## config.mk

```make
export PLATFORM = sky130hd
export DESIGN_NAME = audio_serializer
export DESIGN_NICKNAME = d
export VERILOG_FILES = /design/src/rtl/audio_serializer.sv
export SDC_FILE = /design/constraint.sdc
export NUM_CORES = 1
export LEC_CHECK = 0
export CORE_MARGIN = 2
export CORE_UTILIZATION = 65
export CTS_BUF_LIST = sky130_fd_sc_hd__clkbuf_16
export CTS_CLUSTER_SIZE = 25
export DETAILED_ROUTE_END_ITERATION = 10
export PLACE_DENSITY = 0.95
export SLEW_MARGIN = 20
export SYNTH_ARGS = -nofsm -noshare
export SYNTH_HDL_FRONTEND = slang
export SYNTH_SLANG_ARGS = --single-unit
```

## constraint.sdc

```tcl
create_clock -name clk -period 4 [get_ports clk]
set_input_delay 0.6 -clock clk [delete_from_list [all_inputs] [get_ports clk]]
set_output_delay 0.6 -clock clk [all_outputs]
set_load 0.05 [all_outputs]
```

## src/rtl/audio_serializer.sv

```systemverilog
// audio_serializer: latches one 24-bit signed sample per frame and serializes
// it MSB first onto the codec DAC pins (BCLK, DACLRCK, DACDAT). The same
// sample is sent in the left and the right slot (mono). One frame is 64 BCLK
// periods and each BCLK half-period is BCLK_DIV clk cycles.
//
// Build option: define AUDIO_SERIALIZER_I2S_DELAY_EN for I2S format, where
// the MSB follows each LRCK edge by one BCLK. Leave it undefined for
// left-justified format, where the MSB is coincident with each LRCK edge.
module audio_serializer #(
  parameter int BCLK_DIV = 8  // clk cycles per BCLK half-period, 2..255
) (
  input  logic        clk,
  input  logic        reset_n,
  input  logic        en,
  input  logic [23:0] sample,
  output logic        sample_strobe,
  output logic        busy,
  output logic        aud_bclk,
  output logic        aud_daclrck,
  output logic        aud_dacdat
);

`ifdef AUDIO_SERIALIZER_I2S_DELAY_EN
  localparam logic [5:0] SLOT_DELAY = 6'd1;
`else
  localparam logic [5:0] SLOT_DELAY = 6'd0;
`endif

  localparam logic [7:0] DIV_LAST = 8'(BCLK_DIV - 1);

  typedef enum logic [1:0] {
    S_IDLE  = 2'd0,
    S_RUN   = 2'd1,
    S_DRAIN = 2'd2
  } state_t;

  state_t      r_state;
  state_t      w_state_nxt;
  logic [7:0]  r_div_cnt;
  logic        r_bclk;
  logic [5:0]  r_bit_cnt;
  logic [23:0] r_hold;
  logic [23:0] r_shift;
  logic        r_dacdat;
  logic        r_strobe;

  logic        w_div_wrap;
  logic        w_fall;
  logic        w_frame_end;
  logic        w_frame_start;
  logic        w_to_idle;
  logic        w_update;
  logic [5:0]  w_bit_nxt;
  logic [23:0] w_slot_src;
  logic [5:0]  w_pos;
  logic        w_in_slot;
  logic        w_do_shift;
  logic [23:0] w_shift_nxt;
  logic        w_dacdat_nxt;

  // Divider wrap, BCLK fall event and the end-of-frame event (fall leaving bit 63).
  assign w_div_wrap  = (r_div_cnt == DIV_LAST);
  assign w_fall      = (r_state != S_IDLE) && w_div_wrap && r_bclk;
  assign w_frame_end = w_fall && (r_bit_cnt == 6'd63);

  // Next state and frame-start decision.
  always_comb begin
    // NOTE: every signal gets a default first, so no path can leave it unassigned and infer a latch.
    w_state_nxt   = r_state;
    w_frame_start = 1'b0;
    case (r_state)
      S_IDLE: begin
        if (en) begin
          w_state_nxt   = S_RUN;
          w_frame_start = 1'b1;
        end
      end
      S_RUN: begin
        if (!en) w_state_nxt = S_DRAIN;
        if (w_frame_end) w_frame_start = 1'b1;
      end
      S_DRAIN: begin
        if (en) begin
          w_state_nxt   = S_RUN;
          w_frame_start = w_frame_end;
        end else if (w_frame_end) begin
          w_state_nxt = S_IDLE;
        end
      end
      default: w_state_nxt = S_IDLE;
    endcase
  end

  // State register.
  always_ff @(posedge clk or negedge reset_n) begin
    if (!reset_n) r_state <= S_IDLE;
    // NOTE: state is updated with non-blocking assignments so every register samples pre-edge values.
    else          r_state <= w_state_nxt;
  end

  // Bit position, slot source and the next shift-register/data values.
  // A slot boundary (bit_cnt[4:0] == 0) reloads the shifter; a fresh frame
  // takes the incoming sample directly because hold is written on the same edge.
  assign w_to_idle    = (w_state_nxt == S_IDLE);
  assign w_update     = w_frame_start || w_fall;
  assign w_bit_nxt    = w_frame_start ? 6'd0 : (r_bit_cnt + 6'd1);
  assign w_slot_src   = w_frame_start ? sample : r_hold;
  assign w_pos        = {1'b0, w_bit_nxt[4:0]} - SLOT_DELAY;  // delay slot wraps to 63
  assign w_in_slot    = (w_pos <= 6'd23);
  assign w_do_shift   = w_in_slot && (w_pos != 6'd0);
  assign w_shift_nxt  = (w_bit_nxt[4:0] == 5'd0) ? w_slot_src
                      : (w_do_shift ? {r_shift[22:0], 1'b0} : r_shift);
  assign w_dacdat_nxt = w_in_slot && w_shift_nxt[23];

  // Divider, BCLK, bit counter, hold/shift registers and strobe.
  always_ff @(posedge clk or negedge reset_n) begin
    if (!reset_n) begin
      r_div_cnt <= '0;
      r_bclk    <= 1'b0;
      r_bit_cnt <= '0;
      r_hold    <= '0;
      r_shift   <= '0;
      r_dacdat  <= 1'b0;
      r_strobe  <= 1'b0;
    end else begin
      r_strobe <= w_frame_start;
      if (w_frame_start) r_hold <= sample;

      if (w_to_idle || (r_state == S_IDLE)) begin
        r_div_cnt <= '0;
        r_bclk    <= 1'b0;
      end else begin
        r_div_cnt <= w_div_wrap ? 8'd0 : (r_div_cnt + 8'd1);
        if (w_div_wrap) r_bclk <= ~r_bclk;
      end

      if (w_to_idle) begin
        r_bit_cnt <= '0;
        r_dacdat  <= 1'b0;
      end else if (w_update) begin
        r_bit_cnt <= w_bit_nxt;
        r_shift   <= w_shift_nxt;
        r_dacdat  <= w_dacdat_nxt;
      end
    end
  end

  assign sample_strobe = r_strobe;
  assign busy          = (r_state != S_IDLE);
  assign aud_bclk      = r_bclk;
  assign aud_daclrck   = r_bit_cnt[5];
  assign aud_dacdat    = r_dacdat;

endmodule

```

==> summary.md, run 1 <==
| Metric | Value |
|---|---|
| Register Area | 0.001677 mm^2 |
| Initial core utilization | 0.6710 |
| Total of hold buffers inserted after clock tree synthesis | 0 |
| Wire length of the first global-routing pass | 20,310 um |
| RSZ-0062 raised after global routing | false |
| Register-to-register setup slack | 0.92 ns |
| Post-synthesis cell type with the largest combined area | sky130_fd_sc_hd__dfrtp_1 |
| Max Cap Violations | 0 |
| Switching component of the power | 1163 uW |
| Total via count after detailed routing | 4,079 |
| Class of the tightest hold or removal check | in2async |
| HPWL after DPL | 7088 um |
| Final Max Tran Viols | 0 |
| Total congestion overflow after global routing | 0 |
| Count of synthesis-stage warnings from yosys | 0 |
| Worst clock skew | 0.008121 ns |
| Arr. time, crit path | 3.28 ns |
| Post-DR vias/cell | 6.821 |
| Post-synth top area share | 0.3445 |
| Antenna violations before repair | 0 |
| Routed wire per std cell | 19.87 um |
| PwrDens | 608.6 mW/mm^2 |
| Comb pwr share | 0.427 |
| Final core utilization | 0.7478 |
| Post-synth EDFFs | 0 |
| Capturing element type of the critical path | register |
| Clock share of power | 0.234 |
| Total power | 3301 uW |
| Total of cells resized after clock tree synthesis | 0 |
| Total Wirelength | 11,880 um |
| Post-synthesis sequential area ratio | 0.3445 |
| Clk Latency, worst-skew pair | 0.34 ns |
| Static Leakage | 0.002444 uW |
| Shortest clock period the worst path allows after layout | 3.081 ns |
| Number of storage elements in the synthesis netlist | 67 |
| H-tree lvl count | 3 |
| Kind of start point of the critical path | register |
| Number of CTS-inserted buffers | 9 |
| Synthesis-to-finish area growth | 11.44% |
| Synth top area cells | sky130_fd_sc_hd__dfrtp_1 34%, sky130_fd_sc_hd__mux2_4 14%, sky130_fd_sc_hd__nand2_1 5.8% |
| Setup TNS | 0 ns |
| Post-CTS repair timing setup buffer count | 0 |
| Routability congestion estimate from global placement | 0.8405 |
| Synthesized area | 0.004867 mm^2 |
| Die Area | 0.008196 mm^2 |
| Number of distinct library cell variants in the gate-level netlist after synthesis | 52 |
| Length of the first detailed-routing pass in iterations | 5 |
| Die Span Y | 90.53 um |
| Clk buf depth | 2 |
| Sw Ratio | 0.3522 |
| Overall global routing resource usage | 0.3015 |
| Vias in the first global route | 4,268 |
| Fraction of synthesis flops using an asynchronous set or reset pin | 1.000 |
| Filler Cells Inserted | 495 |
| Critical path class | reg2reg |
| Seq pwr share | 0.339 |
| Maximum number of pins on one net before global-route repair | 39 |
| Slew Limit Headroom | 0.3222 |
| Number of design rule violations left after detail routing | 0 |
| Worst-path maximum fanout | 25 |
| Number of placed I/O pins | 32 |
| Post-route antenna net violation count | 0 |
| Proportion of layout cells with a drive suffix above 1 | 0.1663 |
| Internal cell power | 2138 uW |
| TritonCTS clock tree | done |
| Share of the cycle needed by the critical path after routing | 0.7703 |
| Count of inserted antenna diode cells | 0 |
| Synthesized net count | 517 |
| Leading register cell type out of synthesis | sky130_fd_sc_hd__dfrtp_1 |
| Number of DRC markers in iteration 0 | 452 |
| Multi-input combinational cell area | 0.002914 mm^2 |
| Slew of the pin with the lowest slew margin | 1.017 ns |
| Die width | 90.53 um |
| Number of hold violations in the final report | 0 |
| Core area | 0.007253 mm^2 |
| Worst ir drop on vdd | 310.0 uV |
| Number of sinks handled by clock tree synthesis | 67 |
| Net count, final | 523 |
| Final count of negative-setup-slack endpoints | 0 |
| Mapped Cells | 488 |
| Buffer cell driving the clock tree root | sky130_fd_sc_hd__clkbuf_16 |
| Achievable frequency | 0.3245 GHz |
| CP Data Required Time | 4.20 ns |
| Synthesized area per cell | 9.974 um^2 |
| Clk slew on worst S/H paths | 0.06 ns |
| Num rows | 31 |
| Number of buffers inserted by port buffering | 31 |
| Outcome | complete, no violations |
-- layout make-up --
class,count,area share
clock inverters,7,0.01084
repair buffers,45,0.07566
flip-flops and latches,67,0.3091
multi-input cells,367,0.5373
inverters,4,0.002768
well taps,99,0.02284
clock buffers,9,0.04152
-- worst paths after layout --
kind                         startpoint            to  cells past startpoint
min reg2reg                r_div_cnt[0]  r_div_cnt[0]                      1
max reg2reg                r_bit_cnt[1]   r_shift[23]                      5
min in group clk           r_div_cnt[0]  r_div_cnt[0]                      1
max in group asynchronous       reset_n    r_hold[12]                      2
min                             reset_n      aud_bclk                      1
max                        r_bit_cnt[1]   r_shift[23]                      5
-- critical path: stages, from the launching register on --
cell and delay, ns:
sky130_fd_sc_hd__dfrtp_1 0.46, sky130_fd_sc_hd__ha_1 0.79, sky130_fd_sc_hd__nand2b_1 0.87, sky130_fd_sc_hd__a21oi_1 0.15, sky130_fd_sc_hd__o311ai_0 0.54, sky130_fd_sc_hd__a21oi_1 0.12
-- power by group through the flow --
| stage | Clock (uW) | Sequential, uW | Combinational [uW] |
|---|---|---|---|
| after floorplan | 0 | 1030 | 1200 |
| after detailed placement | 0 | 1100 | 1380 |
| after global routing | 806 | 1140 | 1520 |
| after global placement | 0 | 1090 | 1310 |
| final | 772 | 1120 | 1410 |
| after CTS | 772 | 1100 | 1400 |
-- stage by stage --
| stage | setup WS, ns | std cells | hold WS [ns] | cell area (um^2) |
|---|---|---|---|---|
| global placement | 1.163 | 582 | 0.4613 | 5140 |
| global route | 0.7220 | 598 | 0.4707 | 5424 |
| CTS | 0.9621 | 598 | 0.4178 | 5424 |
| finish | 0.9187 | 598 | 0.3943 | 5424 |
| floorplan | 1.619 | 488 | 0.3044 | 4867 |
| detailed placement | 1.007 | 582 | 0.4712 | 5140 |
-- logic make-up (layout without fill, tap and decap cells) --
logic type / after synthesis / after routing / share of synthesized area
simple gates: 170 / 170 / 0.1823
mux: 68 / 68 / 0.1856
buf+inv: 54 / 65 / 0.05784
flops: 67 / 67 / 0.3445
fa+ha+maj: 2 / 2 / 0.005141
xor+xnor: 8 / 8 / 0.01439
compound gates: 119 / 119 / 0.2103
-- cell usage in the layout, fill, tap and decap left out, drive strengths merged, types with 15 or more instances in the layout --
cell / count
nand2: 75
dfrtp: 67
mux2: 46
clkdlybuf4s50: 30
nand3: 29
a21boi: 24
o211ai: 22
and3b: 22
mux2i: 22
o41a: 22
a32oi: 22
nor2: 17
buf: 15
-- registers in the layout, indices dropped and copies added (netlist names) --
name           count
aud_bclk           1
aud_dacdat         1
r_bit_cnt          6
r_div_cnt          8
r_hold            24
r_shift           24
r_state            2
sample_strobe      1
-- per-layer routing --
metal | part of all wire | global-route usage
met1 | 0.44 | 0.3932
met2 | 0.49 | 0.4925
met3 | 0.056 | 0.05175
met5 | 0 | 0
met4 | 0.017 | 0.1346
-- synthesized netlist by cell type (2+ instances only) --
master                     number
sky130_fd_sc_hd__o311ai_0       3
sky130_fd_sc_hd__nand2_1       75
sky130_fd_sc_hd__and4b_1        3
sky130_fd_sc_hd__nor2b_1        3
sky130_fd_sc_hd__or4_4          2
sky130_fd_sc_hd__and2_1         2
sky130_fd_sc_hd__and3b_1       22
sky130_fd_sc_hd__o21a_1         2
sky130_fd_sc_hd__nor3_1         2
sky130_fd_sc_hd__mux2i_1       22
sky130_fd_sc_hd__inv_1          3
sky130_fd_sc_hd__xnor2_1        4
sky130_fd_sc_hd__nand4b_1       2
sky130_fd_sc_hd__a21oi_1        7
sky130_fd_sc_hd__buf_2          6
sky130_fd_sc_hd__mux2_4        44
sky130_fd_sc_hd__buf_1          2
sky130_fd_sc_hd__nor2_1        17
sky130_fd_sc_hd__o211ai_1      22
sky130_fd_sc_hd__nand3_1       29
sky130_fd_sc_hd__a22o_1         3
sky130_fd_sc_hd__dfrtp_1       67
sky130_fd_sc_hd__buf_6          8
sky130_fd_sc_hd__a32oi_1       22
sky130_fd_sc_hd__and3_1         5
sky130_fd_sc_hd__a21o_1         2
sky130_fd_sc_hd__o21ai_0        2
sky130_fd_sc_hd__o41a_1        22
sky130_fd_sc_hd__nand2b_1       3
sky130_fd_sc_hd__ha_1           2
sky130_fd_sc_hd__xor2_1         4
sky130_fd_sc_hd__clkbuf_1      33
sky130_fd_sc_hd__a21boi_0      24
Power figures use the tool's default switching activity.
==> inputs of run 2 (changes only) <==
--- a/config.mk
+++ b/config.mk
@@ -6,11 +6,11 @@
 export NUM_CORES = 1
 export LEC_CHECK = 0
 export CORE_MARGIN = 2
-export CORE_UTILIZATION = 65
+export CORE_UTILIZATION = 60
 export CTS_BUF_LIST = sky130_fd_sc_hd__clkbuf_16
 export CTS_CLUSTER_SIZE = 25
 export DETAILED_ROUTE_END_ITERATION = 10
-export PLACE_DENSITY = 0.95
+export PLACE_DENSITY = 0.92
 export SLEW_MARGIN = 20
 export SYNTH_ARGS = -nofsm -noshare
 export SYNTH_HDL_FRONTEND = slang
==> constraint.sdc (replaced) <==
create_clock -name clk -period 3.14 [get_ports clk]
set_input_delay 0.471 -clock clk [delete_from_list [all_inputs] [get_ports clk]]
set_output_delay 0.471 -clock clk [all_outputs]
set_load 0.05 [all_outputs]
==> summary.md, run 2 (synthesized netlist as in run 1, its figures left out) <==
| Metric | Value |
|---|---|
| Total via count after detailed routing | 4,123 (+1.1%) |
| Post-route insts no fill | 609 (+1.8%) |
| Highest-count cells in the layout ignoring fill and taps | 75 x sky130_fd_sc_hd__nand2_1, 67 x sky130_fd_sc_hd__dfrtp_1, 44 x sky130_fd_sc_hd__mux2_4 |
| Register-to-register setup slack | 0.32 ns (-0.60 ns) |
| Cell count of the worst reg-to-reg path | 7 (+2) |
| Total Wirelength | 12,280 um (+3.4%) |
| PwrDens | 801.7 mW/mm^2 (+32%) |
| Die Span Y | 94.07 um (+3.9%) |
| Clk buf depth | 2 (unchanged) |
| Arr. time, crit path | 3.10 ns (-0.18 ns) |
| Worst clock skew | 0.009212 ns (+0.001090 ns) |
| Number of hold violations in the final report | 0 (unchanged) |
| H-tree lvl count | 3 (unchanged) |
| Kind of start point of the critical path | register |
| Number of buffers inserted by port buffering | 31 (unchanged) |
| Core area | 0.007807 mm^2 (+7.6%) |
| Clk Latency, worst-skew pair | 0.34 ns (about the same) |
| CP Data Required Time | 3.42 ns (-0.78 ns) |
| Length of the first detailed-routing pass in iterations | 5 (unchanged) |
| Shortest clock period the worst path allows after layout | 2.822 ns (-0.2595 ns) |
| Total of cells resized after clock tree synthesis | 0 (unchanged) |
| Capturing element type of the critical path | register |
| Final core utilization | 0.7119 (-0.03594) |
| Post-CTS repair timing setup buffer count | 0 (unchanged) |
| Final count of negative-setup-slack endpoints | 0 (unchanged) |
| Total congestion overflow after global routing | 0 (unchanged) |
| Clk slew on worst S/H paths | 0.06 ns (about the same) |
| RSZ-0062 raised after global routing | false |
| Proportion of layout cells with a drive suffix above 1 | 0.1854 (+0.01907) |
| Die width | 94.07 um (+3.9%) |
| Final Max Tran Viols | 0 (unchanged) |
| Wire length of the first global-routing pass | 20,280 um (-0.17%) |
| Initial core utilization | 0.6234 (-0.04764) |
| Antenna violations before repair | 0 (unchanged) |
| Worst ir drop on vdd | 362.4 uV (+17%) |
| Count of inserted antenna diode cells | 0 (unchanged) |
| Routability congestion estimate from global placement | 0.8036 (-4.4%) |
| Number of cells after detailed placement | 593 (+1.9%) |
| Largest regs | r_hold: 24 flops, r_shift: 24 flops, r_div_cnt: 8 flops |
| Net count, final | 531 (+1.5%) |
| Slew of the pin with the lowest slew margin | 1.015 ns (-0.001517 ns) |
| Endpoint of the worst register-to-register path | r_shift[7] |
| Achievable frequency | 0.3544 GHz (+9.2%) |
| Die Area | 0.008848 mm^2 (+8.0%) |
| Routed wire per std cell | 20.17 um (+1.5%) |
| Overall global routing resource usage | 0.2931 (-0.008397) |
| Class of the tightest hold or removal check | in2async |
| Static Leakage | 0.002514 uW (+2.9%) |
| Number of sinks handled by clock tree synthesis | 67 (unchanged) |
| Number of DRC markers in iteration 0 | 397 (-12%) |
| Number of placed I/O pins | 32 (unchanged) |
| Critical path class | reg2reg |
| Maximum number of pins on one net before global-route repair | 68 (+74%) |
| Synthesis-to-finish area growth | 14.19% |
| Max Cap Violations | 0 (unchanged) |
| Most common library cell in the layout ignoring fill and taps | sky130_fd_sc_hd__nand2_1 |
| Share of the cycle needed by the critical path after routing | 0.8986 (+0.1283) |
| Num rows | 32 (+3.2%) |
| Setup TNS | 0 ns (unchanged) |
| Buffer cell driving the clock tree root | sky130_fd_sc_hd__clkbuf_16 |
| Outcome | complete, no violations |
| HPWL after DPL | 7280 um (+2.7%) |
| Total of hold buffers inserted after clock tree synthesis | 0 (unchanged) |
| Vias in the first global route | 4,199 (-1.6%) |
| Worst-path maximum fanout | 24 (-4.0%) |
| Number of design rule violations left after detail routing | 0 (unchanged) |
| Worst R2R Start | r_bit_cnt[1] |
| Number of CTS-inserted buffers | 9 (unchanged) |
| Post-DR vias/cell | 6.770 (-0.75%) |
| TritonCTS clock tree | done |
| Slew Limit Headroom | 0.3227 (+0.0004980) |
| Post-route antenna net violation count | 0 (unchanged) |
==> run 2: critical path: stages, from the launching register on <==
cell and delay (ns):
sky130_fd_sc_hd__dfrtp_1 0.50, sky130_fd_sc_hd__ha_1 0.35, sky130_fd_sc_hd__buf_4 0.30, sky130_fd_sc_hd__and4b_1 0.91, sky130_fd_sc_hd__o211ai_1 0.25, sky130_fd_sc_hd__nand3_1 0.15, sky130_fd_sc_hd__mux2_4 0.15, sky130_fd_sc_hd__mux2_4 0.13
==> run 2: how the worst max path moves through the flow <==
stage	depth (start not counted)	from	slack, ns	endpoint
2_1_floorplan	9	r_bit_cnt[0]	0.76	r_shift[15]
3_3_place_gp	7	r_bit_cnt[1]	0.61	r_shift[12]
3_5_place_dp	7	r_bit_cnt[1]	0.48	r_shift[18]
4_1_cts	7	r_bit_cnt[1]	0.41	r_shift[7]
5_1_grt	7	r_bit_cnt[1]	0.22	r_shift[12]
6_report	7	r_bit_cnt[1]	0.32	r_shift[7]
==> run 2: per-layer routing <==
metal	vias to the layer above	share of wire	global-route usage
met4	0	0.020	0.1413
met2	205	0.49	0.4899
met1	2026	0.42	0.3602
li1	1865	-	-
met3	27	0.064	0.06100
met5	-	0	0
==> run 2: power breakdown <==
part | internal [uW] | switching [uW] | total (uW)
clock | 774 | 400 | 1170
combinational | 1040 | 837 | 1880
sequential | 1120 | 285 | 1400
total | 2930 | 1520 | 4460
==> run 2: layout make-up <==
type | count | area [um^2]
Clock inverter | 7 | 116.4
Fill cell | 565 | 2250
Sequential cell | 67 | 1677
Inverter | 4 | 15.01
Clock buffer | 9 | 225.2
Timing Repair Buffer | 53 | 483.0
Tap cell | 102 | 127.6
Multi-Input combinational cell | 367 | 2914
==> run 2: stage by stage <==
| stage | hold WS [ns] | total power [uW] | setup slack, ns | cell area, um^2 |
|---|---|---|---|---|
| global placement | 0.4638 | 3125 | 0.6057 | 5216 |
| detailed placement | 0.4713 | 3212 | 0.4757 | 5216 |
| floorplan | 0.1754 | 2841 | 0.7589 | 4867 |
| finish | 0.3236 | 4456 | 0.3183 | 5558 |
| CTS | 0.3663 | 4423 | 0.4056 | 5558 |
| global route | 0.3994 | 4682 | 0.2239 | 5558 |
==> inputs of run 3 (changes only) <==
--- a/config.mk
+++ b/config.mk
@@ -10,6 +10,7 @@
 export CTS_BUF_LIST = sky130_fd_sc_hd__clkbuf_16
 export CTS_CLUSTER_SIZE = 25
 export DETAILED_ROUTE_END_ITERATION = 10
+export GPL_ROUTABILITY_DRIVEN = 0
 export PLACE_DENSITY = 0.92
 export SLEW_MARGIN = 20
 export SYNTH_ARGS = -nofsm -noshare
==> results of run 3 <==
No change in the layout: final DEF, timing and power equal those of run 2.
